### src/rtl/miller_eof_detector.sv
// End-of-frame detector for the modified-Miller 106 kb/s reader-to-card path.
// Optional frame-length timeout is built when EOF_TIMEOUT_EN is defined.
module miller_eof_detector #(
  parameter int unsigned CLK_PER_ETU = 8,
  parameter int unsigned IDLE_ETU    = 2,
  parameter int unsigned CNT_W       = 10,
  parameter int unsigned MAX_ETU     = 512
) (
  input  logic             in_clk,
  input  logic             in_PoR,
  input  logic             in_enable,
  input  logic             in_sof,
  input  logic             in_data,
  input  logic             in_etu_strobe,
  output logic             out_eof,
  output logic             out_frame_active,
  output logic [CNT_W-1:0] out_etu_count,
  output logic             out_overflow,
  output logic             out_timeout
);

  localparam int unsigned IDLE_CLKS = CLK_PER_ETU * IDLE_ETU;
  localparam int unsigned IDLE_W    = $clog2(IDLE_CLKS + 1);
  localparam logic [IDLE_W-1:0] IdleLast = IDLE_W'(IDLE_CLKS - 1);
  localparam logic [CNT_W-1:0]  CntMax   = '1;

  typedef enum logic [1:0] {StIdle, StActive, StEof} state_e;

  state_e             state_q, state_d;
  logic [IDLE_W-1:0]  idle_cnt_q, idle_cnt_d;
  logic [CNT_W-1:0]   etu_cnt_q, etu_cnt_d;
  logic               overflow_q, overflow_d;
  logic               idle_done;
  logic               timeout_hit;

  // State and datapath registers, all on the falling edge.
  always_ff @(negedge in_clk) begin
    if (in_PoR) begin
      state_q    <= StIdle;
      idle_cnt_q <= '0;
      etu_cnt_q  <= '0;
      overflow_q <= 1'b0;
    end else begin
      state_q    <= state_d;
      idle_cnt_q <= idle_cnt_d;
      etu_cnt_q  <= etu_cnt_d;
      overflow_q <= overflow_d;
    end
  end

  // Next state: disable beats SoF, SoF beats everything else in every state.
  always_comb begin
    state_d     = state_q;
    idle_cnt_d  = idle_cnt_q;
    etu_cnt_d   = etu_cnt_q;
    overflow_d  = overflow_q;
    idle_done   = 1'b0;
    timeout_hit = 1'b0;
    if (!in_enable) begin
      idle_cnt_d = '0;
      state_d    = StIdle;
    end else if (in_sof) begin
      idle_cnt_d = '0;
      etu_cnt_d  = '0;
      overflow_d = 1'b0;
      state_d    = StActive;
    end else begin
      case (state_q)
        StActive: begin
          if (!in_data) begin
            idle_cnt_d = '0;
          end else if (idle_cnt_q == IdleLast) begin
            idle_cnt_d = '0;
            idle_done  = 1'b1;
          end else begin
            idle_cnt_d = idle_cnt_q + 1'b1;
          end
          if (in_etu_strobe && (etu_cnt_q != CntMax)) begin
            etu_cnt_d = etu_cnt_q + 1'b1;
          end
          if (etu_cnt_d == CntMax) begin
            overflow_d = 1'b1;
          end
`ifdef EOF_TIMEOUT_EN
          timeout_hit = in_etu_strobe && (32'(etu_cnt_d) == MAX_ETU) && !idle_done;
`endif
          if (idle_done) begin
            state_d = StEof;
          end else if (timeout_hit) begin
            state_d = StIdle;
          end
        end
        StEof:   state_d = StIdle;
        default: state_d = StIdle;
      endcase
    end
  end

`ifdef EOF_TIMEOUT_EN
  logic timeout_q;

  always_ff @(negedge in_clk) begin
    if (in_PoR) begin
      timeout_q <= 1'b0;
    end else begin
      timeout_q <= timeout_hit;
    end
  end
`else
  logic        timeout_q;
  logic [31:0] unused_max_etu;
  logic        unused_timeout_hit;

  assign timeout_q          = 1'b0;
  assign unused_max_etu     = MAX_ETU;
  assign unused_timeout_hit = timeout_hit;
`endif

  always_comb begin
    out_eof          = (state_q == StEof);
    out_frame_active = (state_q == StActive);
    out_etu_count    = etu_cnt_q;
    out_overflow     = overflow_q;
    out_timeout      = timeout_q;
  end

endmodule

### config.mk
export PLATFORM = sky130hd
export DESIGN_NAME = miller_eof_detector
export DESIGN_NICKNAME = d
export VERILOG_FILES = /design/src/rtl/miller_eof_detector.sv
export SDC_FILE = /design/constraint.sdc
export NUM_CORES = 1
export LEC_CHECK = 0
export BUFFER_PORTS_ARGS = -buffer_cell sky130_fd_sc_hd__buf_2
export CAP_MARGIN = 5
export CORE_AREA = 2 2 52 66
export CTS_CLUSTER_SIZE = 10
export DETAILED_ROUTE_END_ITERATION = 16
export DIE_AREA = 0 0 54 68
export SETUP_SLACK_MARGIN = 0.3
export SLEW_MARGIN = 20
export SYNTH_ARGS = -nofsm -noshare
export SYNTH_HDL_FRONTEND = slang
export SYNTH_SLANG_ARGS = --single-unit
### constraint.sdc
create_clock -name in_clk -period 2 [get_ports in_clk]
set_input_delay 0.4 -clock in_clk [delete_from_list [all_inputs] [get_ports in_clk]]
set_output_delay 0.4 -clock in_clk [all_outputs]
set_load 0.01 [all_outputs]
---- Word-level counts from Yosys, hierarchy flattened ----
Cells that the tools add are included.
operators by class
  add/sub/neg operators ................... 2
  equal/unequal tests ..................... 6
  muxes and demuxes ....................... 19
  bitwise gates (word level) .............. 2
  reduce and logical (&&, ||, !) cells .... 8
operator list
  kind                   number
  $mux 10                6
  $mux 1                 11
  $add 10x1->10 const B  1
  $eq 10x10->1 const B   1
  $mux 5                 2
  $ne 10x10->1 const B   1
  $add 5x1->5 const B    1
  $eq 5x4->1 const B     1
  $reduce_bool 2->1      2
  $reduce_or 4->1        1
  $ne 3x2->1 const B     1
  $reduce_and 3->1       1
  $reduce_or 3->1        1
  $eq 2x1->1 const B     1
  $eq 2x2->1 const B     1
  $not 1->1              2
  $reduce_and 2->1       1
  $reduce_or 2->1        1
  $logic_and 1x1->1      1
word-level totals
  register bits ........................... 18
  input port bits ......................... 6
  output and inout bits ................... 14
  logic and storage cells ................. 42

---- Longest topological paths before layout ----
  depth in word-level cells ............... 10
  depth in mapped cells ................... 8
  mapped depth without buffers ............ 6

==> metrics.txt <==
gr ovfl total 0; EDFF count, synth 0; DRC violations left 0; class of the worst hold path reg -> reg; flop-to-flop setup slack -0.04 ns; post-DR vias/cell 5.48; final setup fails 21; DIE AREA 3670 um^2; CTS tree built; clk sink count 18; CTS Buf Count 3; commonest cells after routing, fill and taps aside buf_6 (30), buf_4 (29), inv_1 (19); CTS root buffer clkbuf_8; HPWL Detailed 2200 um; Final Skew 0.0228 ns; Setup WS pre-CTS -0.616 ns; Min-Delay Endpoint out_overflow; Seq/Total Area, Yosys 0.346; routed length per instance 15.8 um; reg2reg start out_etu_count[0]; initial core utilization 0.335; Crit Path Class reg -> out; Core Rows 23; first-pass GRT wire length 5610 um; Hold Crit Start out_overflow; Final Hold Slack 0.506 ns; synth top area cells dfxtp_1 (35%), a21oi_1 (6.3%), nor2_1 (5.4%); Critical Path RT 1.60 ns; failing checks negative setup slack; maxcap violations 0; RSZ-0062 raised after global routing true; critical path peak fanout 2; final worst slack -0.362 ns; layout cells sized above 1 0.591; Worst path max stage delay 0.31 ns; Iter 0 DRT Violations 60; Post-CTS Hold Buffers 0; post-synthesis net count 138; Nets 218; Ys Warns 0; synth-to-layout area growth 100%; CP arrival 1.96 ns; Synth Register Bits 18; Routed Antenna Nets 0; Non-Filler Instances 245; via count 1,343; number of diodes 0; commonest non-fill, non-tap cell in the layout buf_6; Ports 20; floorplan die height 68 um; clock slew at reported path FFs 0.06 ns; drt pass-1 iters 4; cell taking the most area after synthesis dfxtp_1; Total Power 0.000892 W; Fillers 237; clk_lat worst skew 0.34 ns; Slowest cell on crit path dfxtp_2; core area 3110 um^2; largest net degree at the start of global routing 14; die width 54 um; CP Cell Sequence nand2b_4, inv_8, buf_6; Worst setup EP type output pin; H-tree depth 1; Cells after DPL 205; gpl congestion 0.961; area share of the largest cell type after synthesis 0.346; IO Port Bufs 18; DRT Wirelength 3870 um; post-synthesis cell area 1040 um^2; Cells after Synth 130; syn_area_per_cell 8.01 um^2; r2r endpoint out_overflow; Total GRT Usage 0.212; commonest register cell after synthesis dfxtp_1; hold path depth 2; status finished with violations; Reg2Reg Depth 7; setup TNS -4.12 ns; clock buffer depth 2; async set-reset flop share out of synthesis 0; Max Transition Viols Final 0; post-synthesis cell type count 42; number of global-route vias before repair 1,248; crit start category register; antenna violations before repair 0; final hold vios 0; Power per Cell Area 427 nW/um^2; Static Leak 0.889 nW; Max VDD drop 0.447 mV
## synthesized netlist by cell type (2+ instances only)
cell      instances
a21oi_1          13
a41oi_1           2
a22oi_1           3
a31oi_1           5
nor2b_1           3
o31ai_1           2
inv_1             2
nor2_1           15
ha_1              2
nand3b_1          2
or4_1             2
o21ai_0           6
nor3b_1           2
a21o_1            2
nor3_1            7
dfxtp_1          18
inv_2             2
nand3_1           5
nand2_1           9
nand4_1           3
buf_2             4
## registers in the layout (all words and copies together), names as in the netlist
name / flops
out_etu_count: 10
idle_cnt_q: 5
state_q: 2
out_overflow: 1
## report_power, final
group / internal [W] / switching (W)
Sequential: 0.000352 / 0.00000179
Clock: 0.000182 / 0.000229
Combinational: 0.0000690 / 0.0000579
## worst max path at each step
stage | slack [ns] | cells after the start | endpoint | start
CTS | -0.35 | 3 | out_frame_active | state_q[1]
global placement | -0.55 | 5 | out_overflow | in_etu_strobe
global route | -0.42 | 6 | out_overflow | in_etu_strobe
floorplan | -0.48 | 5 | out_overflow | in_etu_strobe
detailed placement | -0.62 | 6 | out_overflow | in_etu_strobe
finish | -0.36 | 3 | out_frame_active | state_q[1]
## critical path: cells and delay by family, from the launching register on
family                 cells  cell delay, ns
DFF                        1            0.31
and+or+nand+nor            1            0.16
buffers and inverters      2            0.15
## metal layers
metal	global-route usage	wire length, um	up-vias
met3	0.0721	157	5
li1	-	-	647
met1	0.245	1600	652
met2	0.351	2060	39
met5	0	0	-
met4	0.0938	49	0
## layout make-up
| class | count | area (um^2) | area share |
|---|---|---|---|
| Multi-Input combinational cell | 102 | 860 | 0.412 |
| Tap cell | 37 | 46.3 | 0.0222 |
| Sequential cell | 18 | 397 | 0.190 |
| Timing Repair Buffer | 64 | 641 | 0.307 |
| Clock inverter | 18 | 67.6 | 0.0324 |
| Clock buffer | 3 | 41.3 | 0.0198 |
| Inverter | 3 | 35.0 | 0.0168 |
## stage by stage
| step | instance area (um^2) | utilization |
|---|---|---|
| after floorplan | 1170 | - |
| after global placement | 1460 | 0.468 |
| after detailed placement | 1460 | 0.468 |
| after CTS | 1870 | 0.602 |
| after global routing | 2090 | 0.671 |
| final | 2090 | 0.671 |
## cells by family after synthesis
family,after synthesis,synth area share
other,1,0.00360
muxes,1,0.0108
buffers and inverters,10,0.0445
DFF,18,0.346
adders and majority gates,2,0.0240
AOI/OAI and AO/OA,40,0.248
xor gates and xnor gates,1,0.00841
and+or+nand+nor,57,0.315
## repair_timing
item	CTS	global route
setup buffers	8	12
pin swaps	17	24
gates resized for setup	47	30
endpoints found under the setup margin	31	30
Power figures use the tool's default switching activity.
